## src/rtl/instr_prefetch_queue_pkg.sv

```systemverilog
// Shared definitions for the instruction prefetch queue.
//   - Field slices of the 16-bit instruction word (opcode, flag bit, immediate).
//   - Fetch FSM state encoding.
package instr_prefetch_queue_pkg;

  localparam int INSTR_W  = 16;
  localparam int OP_MSB   = 15;
  localparam int OP_LSB   = 11;
  localparam int FLAG_BIT = 10;
  localparam int IMM_W    = 10;

  typedef enum logic [1:0] {
    ST_IDLE = 2'd0,
    ST_WAIT = 2'd1,
    ST_DROP = 2'd2
  } fetch_state_e;

endpackage

```

## src/rtl/instr_prefetch_queue_iq_fifo.sv

```systemverilog
// iq_fifo: circular buffer holding fetched entries for the prefetch queue.
// Ports:
//   clk_i, rst_ni   clock, async active-low reset
//   clear_i         empty the buffer (wins over push/pop)
//   push_i/wdata_i  write an entry at the tail
//   pop_i           drop the head entry (caller guarantees non-empty)
//   head_o          head entry, all zero when empty
//   count_o         number of stored entries
module iq_fifo #(
  parameter int DW    = 32,
  parameter int DEPTH = 4
) (
  input  logic                     clk_i,
  input  logic                     rst_ni,
  input  logic                     clear_i,
  input  logic                     push_i,
  input  logic [DW-1:0]            wdata_i,
  input  logic                     pop_i,
  output logic [DW-1:0]            head_o,
  output logic [$clog2(DEPTH):0]   count_o
);

  localparam int PW = $clog2(DEPTH);
  localparam int CW = PW + 1;

  logic [DW-1:0] mem_q [DEPTH];
  logic [PW-1:0] wr_ptr_q, rd_ptr_q;
  logic [CW-1:0] count_q;

  // Storage needs no reset: head_o is masked while the buffer is empty.
  always_ff @(posedge clk_i) begin
    if (push_i && !clear_i) mem_q[wr_ptr_q] <= wdata_i;
  end

  always_ff @(posedge clk_i or negedge rst_ni) begin
    if (!rst_ni) begin
      wr_ptr_q <= '0;
      rd_ptr_q <= '0;
      count_q  <= '0;
    end else if (clear_i) begin
      wr_ptr_q <= '0;
      rd_ptr_q <= '0;
      count_q  <= '0;
    end else begin
      if (push_i) wr_ptr_q <= wr_ptr_q + PW'(1);
      if (pop_i)  rd_ptr_q <= rd_ptr_q + PW'(1);
      count_q <= count_q + CW'(push_i) - CW'(pop_i);
    end
  end

  assign head_o  = (count_q != '0) ? mem_q[rd_ptr_q] : '0;
  assign count_o = count_q;

endmodule

```

## src/rtl/instr_prefetch_queue.sv

```systemverilog
// instr_prefetch_queue: fetches instruction words from imem, buffers up to
// DEPTH of them and presents the head to the decoder on a ready/take handshake.
// A flush discards everything (including an in-flight fetch) and redirects.
// Ports:
//   CLK, Reset_n               clock, async active-low reset
//   imem_req/imem_addr         one-cycle fetch request and its word address
//   imem_rvalid/imem_rdata     fetch response (exactly one per request)
//   flush/flush_addr           discard queue, restart fetching at flush_addr
//   instr_ready/instr_take     head valid / head consumed this cycle
//   OPCODE/flagbit/IMM         head instruction fields (zero when empty)
//   instr_pc                   address the head was fetched from
module instr_prefetch_queue
  import instr_prefetch_queue_pkg::*;
#(
  parameter int              ADDR_W     = 16,
  parameter int              DEPTH      = 4,
  parameter logic [ADDR_W-1:0] RESET_ADDR = '0
) (
  input  logic              CLK,
  input  logic              Reset_n,
  output logic              imem_req,
  output logic [ADDR_W-1:0] imem_addr,
  input  logic              imem_rvalid,
  input  logic [INSTR_W-1:0] imem_rdata,
  input  logic              flush,
  input  logic [ADDR_W-1:0] flush_addr,
  output logic              instr_ready,
  input  logic              instr_take,
  output logic [OP_MSB-OP_LSB:0] OPCODE,
  output logic              flagbit,
  output logic [IMM_W-1:0]  IMM,
  output logic [ADDR_W-1:0] instr_pc
);

  localparam int CW      = $clog2(DEPTH) + 1;
  localparam int ENTRY_W = INSTR_W + ADDR_W;

  fetch_state_e        state_q, state_d;
  logic [ADDR_W-1:0]   fetch_addr_q, fetch_addr_d;
  logic [ADDR_W-1:0]   inflight_addr_q, inflight_addr_d;
  logic [CW-1:0]       count;
  logic [ENTRY_W-1:0]  head;
  logic [INSTR_W-1:0]  head_word;
  logic                issue, push, pop;

  // Only one request is ever outstanding and it is only issued from IDLE, so
  // count < DEPTH here is enough to guarantee room for the response.
  // Reset_n gates the pulse so nothing is requested while reset is held.
  assign issue = (state_q == ST_IDLE) && (count < CW'(DEPTH)) && !flush && Reset_n;
  assign push  = (state_q == ST_WAIT) && imem_rvalid && !flush;
  assign pop   = instr_take && (count != '0) && !flush;

  always_ff @(posedge CLK or negedge Reset_n) begin
    if (!Reset_n) begin
      state_q         <= ST_IDLE;
      fetch_addr_q    <= RESET_ADDR;
      inflight_addr_q <= '0;
    end else begin
      state_q         <= state_d;
      fetch_addr_q    <= fetch_addr_d;
      inflight_addr_q <= inflight_addr_d;
    end
  end

  always_comb begin
    state_d         = state_q;
    fetch_addr_d    = fetch_addr_q;
    inflight_addr_d = inflight_addr_q;
    if (flush) begin
      fetch_addr_d = flush_addr;
      // A fetch still in flight must be swallowed when it eventually returns.
      if (state_q != ST_IDLE) state_d = imem_rvalid ? ST_IDLE : ST_DROP;
    end else begin
      unique case (state_q)
        ST_IDLE: begin
          if (issue) begin
            state_d         = ST_WAIT;
            inflight_addr_d = fetch_addr_q;
            fetch_addr_d    = fetch_addr_q + ADDR_W'(1);
          end
        end
        ST_WAIT: if (imem_rvalid) state_d = ST_IDLE;
        ST_DROP: if (imem_rvalid) state_d = ST_IDLE;
        default: state_d = ST_IDLE;
      endcase
    end
  end

  iq_fifo #(
    .DW    (ENTRY_W),
    .DEPTH (DEPTH)
  ) u_fifo (
    .clk_i   (CLK),
    .rst_ni  (Reset_n),
    .clear_i (flush),
    .push_i  (push),
    .wdata_i ({imem_rdata, inflight_addr_q}),
    .pop_i   (pop),
    .head_o  (head),
    .count_o (count)
  );

  assign imem_req    = issue;
  assign imem_addr   = fetch_addr_q;
  assign instr_ready = (count != '0);
  assign head_word   = head[ENTRY_W-1:ADDR_W];
  assign instr_pc    = head[ADDR_W-1:0];
  assign OPCODE      = head_word[OP_MSB:OP_LSB];
  assign flagbit     = head_word[FLAG_BIT];
  assign IMM         = head_word[IMM_W-1:0];

endmodule

```

## config.mk

```make
export PLATFORM = sky130hd
export DESIGN_NAME = instr_prefetch_queue
export DESIGN_NICKNAME = d
export VERILOG_FILES = /design/src/rtl/instr_prefetch_queue_pkg.sv /design/src/rtl/instr_prefetch_queue_iq_fifo.sv /design/src/rtl/instr_prefetch_queue.sv
export SDC_FILE = /design/constraint.sdc
export NUM_CORES = 1
export LEC_CHECK = 0
export ABC_AREA = 1
export BUFFER_PORTS_ARGS = -buffer_cell sky130_fd_sc_hd__clkbuf_2
export CORE_MARGIN = 2
export CORE_UTILIZATION = 60
export CTS_CLUSTER_SIZE = 24
export DETAILED_ROUTE_END_ITERATION = 12
export PLACE_DENSITY = 0.82
export SYNTH_ARGS = -nofsm -noshare
export SYNTH_HDL_FRONTEND = slang
export SYNTH_SLANG_ARGS = --single-unit
```

## constraint.sdc

```tcl
create_clock -name CLK -period 5.2 [get_ports CLK]
set_input_delay 1.3 -clock CLK [delete_from_list [all_inputs] [get_ports CLK]]
set_output_delay 1.3 -clock CLK [all_outputs]
set_load 0.1 [all_outputs]
```

### Word level (Yosys, flattened, before mapping)

Memories as Yosys holds them, arrays and structs flattened.
Cells that the tools add are included.

| word-level totals | value |
|---|---|
| flip-flop bits (word level) | 41 |
| bits in latches | 0 |
| bits in writable memories | 128 |
| bits in read-only memories | 0 |
| input port bits | 37 |
| output and inout bits | 50 |
| word-level logic and storage cells | 56 |
| memories kept | 1 |

| operators by class | value |
|---|---|
| add/subtract/negate cells | 5 |
| $mul | 0 |
| divide/modulo/power cells | 0 |
| $lt $le $gt $ge | 1 |
| eq/ne operators | 5 |
| shift operators | 0 |
| muxes and demuxes | 17 |
| bitwise gates (word level) | 1 |
| reductions and logical operators | 20 |

Memory list:

| memory | depth | width | rd ports | clocked after memory_dff | write ports | line | source |
|---|---|---|---|---|---|---|---|
| u_fifo.mem_q | 4 | 32 | 1 | 0 | 1 | instr_prefetch_queue_iq_fifo.sv:26 | `logic [DW-1:0] mem_q [DEPTH];` |

Operators by type and width:

| operator | number |
|---|---|
| $mux W16 | 3 |
| $mux W32 | 1 |
| $mux W2 | 9 |
| $add A16 B1 Y16 const B | 1 |
| $reduce_bool A2 Y1 | 5 |
| $logic_and A1 B1 Y1 | 8 |
| $reduce_and A3 Y1 | 2 |
| $add A2 B1 Y2 const B | 2 |
| $pmux W2 S2 | 1 |
| $add A3 B1 Y3 | 1 |
| $lt A3 B3 Y1 const B | 1 |
| $mux W3 | 1 |
| $ne A3 B1 Y1 const B | 1 |
| $ne A3 B3 Y1 const B | 1 |
| $reduce_bool A3 Y1 | 1 |
| $sub A3 B1 Y3 | 1 |
| $eq A2 B1 Y1 const B | 1 |
| $eq A2 B2 Y1 const B | 1 |
| $logic_not A2 Y1 | 1 |
| $mux W1 | 2 |
| $ne A2 B1 Y1 const B | 1 |
| $reduce_and A2 Y1 | 1 |
| $reduce_or A2 Y1 | 1 |
| $logic_not A1 Y1 | 1 |
| $not A1 Y1 | 1 |

### Logic depth before layout (Yosys ltp)

Gate-level depths: netlist (run 1).

| depth | value |
|---|---|
| depth after elaboration | 7 |
| mapped depth | 13 |
| depth with buffers taken out | 13 |

### Cells and area by module

From an unflattened synthesis (run 1), not the netlist that was laid out.

| unflattened totals | value |
|---|---|
| cell total of the unflattened synthesis | 830 |
| area, all modules | 7781.2 sq um |

Modules (own cells, without submodules):

| module | times used | cells each | area each (sq um) |
|---|---|---|---|
| iq_fifo | 1 | 557 | 5860.6 |
| instr_prefetch_queue | 1 | 273 | 1920.6 |

### Worst setup path before layout (run 1)

Ideal clock, no wire load.

| timing path | value |
|---|---|
| path kind | register -> output |
| start | reg u_fifo.rd_ptr_q[0] |
| end | out IMM[9] |
| arrival time | 2.346 ns |
| data required time | 3.900 ns |
| slack | 1.554 ns |
| cell stages (with the launch flop) | 6 |
| path buffers | 2 |
| cells stage by stage | dfrtp_1 inv_2 buf_2 clkbuf_2 o21ai_0 a21oi_1 |

| on the way | value |
|---|---|
| word-level cells in the longest chain between the ends | 2 |

Ends and longest elaborated chain:

| what | line | source |
|---|---|---|
| start: declaration | instr_prefetch_queue_iq_fifo.sv:27 | `logic [PW-1:0] wr_ptr_q, rd_ptr_q;` |
| start signal: assignment | instr_prefetch_queue_iq_fifo.sv:46 | `if (pop_i) rd_ptr_q <= rd_ptr_q + PW'(1);` |
| $mem_v2 Z4 W32 | n/a |  |
| $mux W32 | instr_prefetch_queue_iq_fifo.sv:51 | `assign head_o = (count_q != '0) ? mem_q[rd_ptr_q] : '0;` |
| end: declaration | instr_prefetch_queue.sv:31 | `output logic [IMM_W-1:0] IMM,` |

Every way passes these cells.

### Worst setup path in the final report (run 1)

| timing path | value |
|---|---|
| start | in flush |
| end | out imem_req |

| on the way | value |
|---|---|
| word-level cells in the longest chain between the ends | 3 |

Ends and longest elaborated chain:

| what | line | source |
|---|---|---|
| start: declaration | instr_prefetch_queue.sv:25 | `input logic flush,` |
| $logic_not A1 Y1 | instr_prefetch_queue.sv:49 | `assign issue = (state_q == ST_IDLE) && (count < CW'(DEPTH)) && !flush && Reset_n;` |
| $logic_and A1 B1 Y1 (2 in a row) | instr_prefetch_queue.sv:49 |  |
| end: declaration | instr_prefetch_queue.sv:21 | `output logic imem_req,` |

Every way passes these cells.

==> results of run 1 <==
[routing by layer]
metal,track usage [%],routed length [um]
met2,41.3,7730
met1,29.6,6040
met5,0,0
met4,9.92,315
met3,5.05,957
[how the worst max path moves through the flow]
stage                                  start       end  slack (ps)
after floorplan           u_fifo.rd_ptr_q[0]    IMM[9]        1550
after global placement                 flush  imem_req        1230
after detailed placement               flush  imem_req        1200
after CTS                              flush  imem_req        1200
after global routing                   flush  imem_req        1080
final                                  flush  imem_req        1180
[sequential cells by signal (all words and copies together) (netlist names)]
signal,cells
u_fifo.mem_q,128
imem_addr,16
inflight_addr_q,16
u_fifo.count_o,3
state_q,2
u_fifo.rd_ptr_q,2
u_fifo.wr_ptr_q,2
[final cells by class]
type / count / area (um2)
Fill cell: 845 / 3600
Multi-Input combinational cell: 443 / 2050
Tap cell: 147 / 184
Inverter: 47 / 176
Clock inverter: 10 / 88.8
Timing Repair Buffer: 90 / 460
Clock buffer: 22 / 485
Sequential cell: 169 / 4870
[kinds of logic after synthesis]
group / count (synthesis)
flops: 169
fa+ha+maj: 10
xor+xnor: 2
simple gates: 311
compound gates: 120
buf+inv: 80
[metrics by stage]
stage	worst slack (ps)	hold slack, ps
3_3_place_gp	1230	488
2_1_floorplan	1550	476
3_5_place_dp	1200	499
5_1_grt	1080	556
6_report	1180	526
4_1_cts	1200	518
[cells in the final DEF (no fill, tap or decap), types with 4 or more instances in the layout]
cell type	Yosys	final
nor2_1	168	164
edfxtp_1	128	128
nand2_1	93	93
clkbuf_2	3	86
o21ai_0	59	59
inv_1	45	45
dfrtp_1	41	40
nand3_1	36	36
a21oi_1	34	34
o21ai_1	24	24
clkbuf_16	0	18
ha_1	9	9
nor2_4	2	6
nor2_2	4	4
clkinv_2	0	4
buf_4	6	4
[worst reg2reg max path, stage by stage, from the launching register on]
cell and delay (ps):
dfrtp_1 410, inv_1 60, nand2_1 110, nor2_4 740, inv_1 150, nand2_1 180
nor2_1 60, ha_1 290, inv_1 60, ha_1 130, inv_1 50, fa_1 370
and3_1 180, nor3_1 130
[where the power goes]
group          total (mW)  leakage, nW  internal, mW  switching [mW]
registers            1.83         1.66          1.67           0.159
logic                2.39         1.45         0.358            2.03
clock network        1.20        0.290         0.713           0.488
==> impl_metrics.tcl, run 1 <==
set metrics [dict create \
    first_global_vias 5130 \
    drtAntennaViolNets 0 \
    yosysMostFrequentCell "nor2_1" \
    status "completed" \
    io_pins 87 \
    post_cts_resized 0 \
    critical-path-top-delay-family "buffers and inverters" \
    cts.sinks 169 \
    drt_iter0_drc 549 \
    cts_buffer_depth 2 \
    core_um2 11900 \
    synth-edff-count 128 \
    synth_area_um2 7240 \
    max-cap-violations 0 \
    die_h_um 114 \
    synth_top_area_cell "edfxtp_1" \
    cp.required_ps 3900 \
    synthTopCellsByCount "nor2_1 (168), edfxtp_1 (128), nand2_1 (93), o21ai_0 (59), inv_1 (45)" \
    crit_chain "clkbuf_2 > nor2_2 > nand2_2 > inv_2 > clkbuf_2" \
    antenna_found_initial 0 \
    cts_tree "done" \
    synth_xor_area_share_pct 0.242 \
    n_antenna_cell 0 \
    synth_flop_cell "edfxtp_1" \
    p_per_area_nw_per_um2 653 \
    slowest_stage "clkbuf_2" \
    synth_cells 692 \
    synth_nets 739 \
    period_minus_slack_ps 4020 \
    synth-compound-area-share_pct 8.40 \
    fin_util_pct 69.8 \
    finalWirelength_um 15000 \
    fin_area_um2 8310 \
    synth-async-reset-ratio_pct 24.3 \
    synth_top_family_by_area "simple AND/OR/NAND/NOR gates" \
    drc 0 \
    drive_above_1_share_pct 17.4 \
    fin_total_pwr_mw 5.43 \
    cp_max_fo 22 \
    nNetsFinal 815 \
    place_inst 896 \
    syn_avg_cell_area_um2 10.5 \
    hold_path_class "flop to flop" \
    ys_ff_latch 169 \
    grt_pass1_wl_um 23800 \
    hold_depth 0 \
    dpl.hpwl_um 8950 \
    grtUsageTotal_pct 23.9 \
    synth_cell_type_count 29 \
    grt_max_degree 67 \
    routedWlPerCell_um 16.2 \
    cp_num_cells 5 \
    worst_r2r_path_depth 13 \
    reg2reg_slack_ps 2190 \
    period_share_pct 77.3 \
    dieArea_um2 13000 \
    hp-start "inflight_addr_q[5]" \
    drt-pass1-iter-count 5 \
    cts_root_buf "clkbuf_16" \
    rsz0062_at_grt "no" \
    timing.rr.end "u_fifo.count_o[2]" \
    numPortBuffers 86 \
    synthSimpleGateAreaFrac_pct 17.4 \
    ys_top_cells_by_area "edfxtp_1 (53%), dfrtp_1 (14%), nor2_1 (8.7%)" \
    htreeDepth 4 \
    gp_congestion 0.906 \
    slowest_delay_ps 530 \
    num_rows 40 \
    path_buf_inv 3 \
    synth_fa_ha_area_share_pct 1.83 \
    r2r_start "u_fifo.count_o[1]" \
    cts_hold_buf 0 \
    arrival_ps 2720 \
    areaGrowthSynthToFinish_pct 14.8 \
    ys_seq_area_share_pct 67.2 \
    clk_pin_slew_ps 60 \
    slew_headroom_pct 19.5 \
    start_util_pct 60.8 \
    synth_top_area_share_pct 53.1 \
    overflow 0 \
    viasPerCell 5.68 \
    yosys-mux-area-fraction_pct 0 \
    place_area_um2 7740 \
    hold_path_end "u_fifo.mem_q[3][5]" \
    crit_path_start_kind "input port" \
    tightest_slew_ps 1210 \
    die_w_um 114 \
    cts_buffers 17 \
    yosys_warnings 0 \
    hold_violations 0 \
    final_max_slew_viol_count 0 \
    stdcell_count 928 \
    path_common_cell "clkbuf_2" \
    crit_type "input port to output pin" \
    insertion_delay_ps 410 \
    fmax_mhz 249 \
    worstSetupEndpointType "output pin" \
    finalSetupTns_ps 0 \
    post_cts_buffers 0 \
    fin_skew_ps 6.56 \
    irDropWorstVdd_v 0.000358 \
    num_vias 5267 \
    leakage_nw 3.41 \
    setup_viol 0 \
]
Power figures use the tool's default switching activity.
==> run 2, diff against run 1 <==
Settings changed: CORE_UTILIZATION 60 to 58, PLACE_DENSITY 0.82 to 0.8.
Clock period 5.2 ns to 3.7 ns, I/O delays scaled along.
==> impl_metrics.tcl, run 2 (synthesis gave the netlist of run 1 again) <==
set metrics [dict create \
    status "completed" \
    leakage_nw 3.59 \
    final_max_slew_viol_count 0 \
    irDropWorstVdd_v 0.000523 \
    core_um2 12100 \
    tightest_slew_ps 547 \
    num_vias 5255 \
    rsz0062_at_grt "no" \
    p_per_area_nw_per_um2 932 \
    finalSetupTns_ps 0 \
    drive_above_1_share_pct 18.4 \
    cp.required_ps 2770 \
    overflow 0 \
    cp_max_fo 42 \
    fin_skew_ps 7.43 \
    grt_max_degree 43 \
    worst_r2r_path_depth 13 \
    routedWlPerCell_um 15.9 \
    setup_viol 0 \
    max-cap-violations 0 \
    arrival_ps 2350 \
    layout_common_cells "nor2_1 (164), edfxtp_1 (128), nand2_1 (93), o21ai_0 (59), clkbuf_2 (53)" \
    cts_hold_buf 0 \
    dieArea_um2 13400 \
    viasPerCell 5.46 \
    dpl.hpwl_um 10200 \
    worstSetupEndpointType "output pin" \
    htreeDepth 4 \
    drt-pass1-iter-count 5 \
    place_ws_ps 872 \
    multi_input_area_um2 2050 \
    areaGrowthSynthToFinish_pct 23.2 \
    finalWorstSetupSlack_ps 424 \
    drt_iter0_drc 402 \
    antenna_found_initial 0 \
    hold_path_class "flop to flop" \
    cts.sinks 169 \
    first_global_vias 5269 \
    fin_util_pct 73.7 \
    cts_buffer_depth 2 \
    hold_depth 0 \
    drtAntennaViolNets 0 \
    crit_type "flop to output pin" \
    gp_congestion 0.902 \
    seqCellArea_um2 4870 \
    dr.max_layer_used "met4" \
    insertion_delay_ps 420 \
    period_minus_slack_ps 3280 \
    n_antenna_cell 0 \
    drc 0 \
    grtUsageTotal_pct 24.8 \
    finalWirelength_um 15300 \
    cts_tree "done" \
    fin_area_um2 8920 \
    largest_reg_flops 128 \
    place_area_um2 8380 \
    num_rows 40 \
    start_util_pct 59.8 \
    fillerInstances 822 \
    post_cts_resized 0 \
    numPortBuffers 86 \
    top_register "u_fifo.mem_q" \
    post_cts_buffers 0 \
    fmax_mhz 305 \
    die_w_um 116 \
    cts_buffers 17 \
    wl_met3_um 988 \
    hold_violations 0 \
    die_h_um 116 \
    clk_pin_slew_ps 60 \
    routedLengthMet1_um 6190 \
    route.met2.wl_um 7850 \
    slew_headroom_pct 63.7 \
    period_share_pct 88.5 \
    grt_pass1_wl_um 25000 \
    nNetsFinal 828 \
    final_common_cell "nor2_1" \
    crit_path_start_kind "flop" \
    io_pins 87 \
    cts_root_buf "clkbuf_16" \
]
[run 2: per-layer routing]
| layer | global-route usage, % | up-vias |
|---|---|---|
| met1 | 31.2 | 2517 |
| met4 | 9.60 | 0 |
| met5 | 0 | - |
| met3 | 5.75 | 19 |
| met2 | 42.1 | 216 |
| li1 | - | 2503 |
[run 2: critical path, stage by stage, from the launching register on]
cell,delay (ps)
dfrtp_2,640
buf_4,460
nor2_1,100
nor2_1,100
o21ai_0,100
a21oi_1,290
buf_12,220
[run 2: area by class of cell]
class	instances	area share, %
Multi-Input combinational cell	443	22.9
Clock buffer	22	5.20
Timing Repair Buffer	103	12.1
Tap cell	168	2.36
Clock inverter	10	0.883
Sequential cell	169	54.6
Inverter	47	1.98
[run 2: power breakdown]
part / switching (mW) / internal (mW)
sequential: 0.255 / 2.35
combinational: 2.93 / 1.17
clock: 0.656 / 0.951
[run 2: worst paths after layout]
path | startpoint | to | slack [ps]
worst max-delay path | u_fifo.rd_ptr_q[0] | instr_pc[14] | 420
worst min-delay path | inflight_addr_q[10] | u_fifo.mem_q[1][10] | 530
worst max register to register | u_fifo.count_o[1] | u_fifo.count_o[2] | 1240
worst min register to register | inflight_addr_q[10] | u_fifo.mem_q[1][10] | 530
max in group asynchronous | Reset_n | u_fifo.rd_ptr_q[0] | 2670
min in group asynchronous | Reset_n | imem_addr[6] | 630
[run 2: through the flow]
step / cells / total power [mW] / hold WS, ps
after floorplan: 692 / 5.38 / 476
after global placement: 930 / 6.66 / 491
after detailed placement: 930 / 6.75 / 509
after CTS: 962 / 8.35 / 526
after global routing: 962 / 8.66 / 541
final: 962 / 8.32 / 525
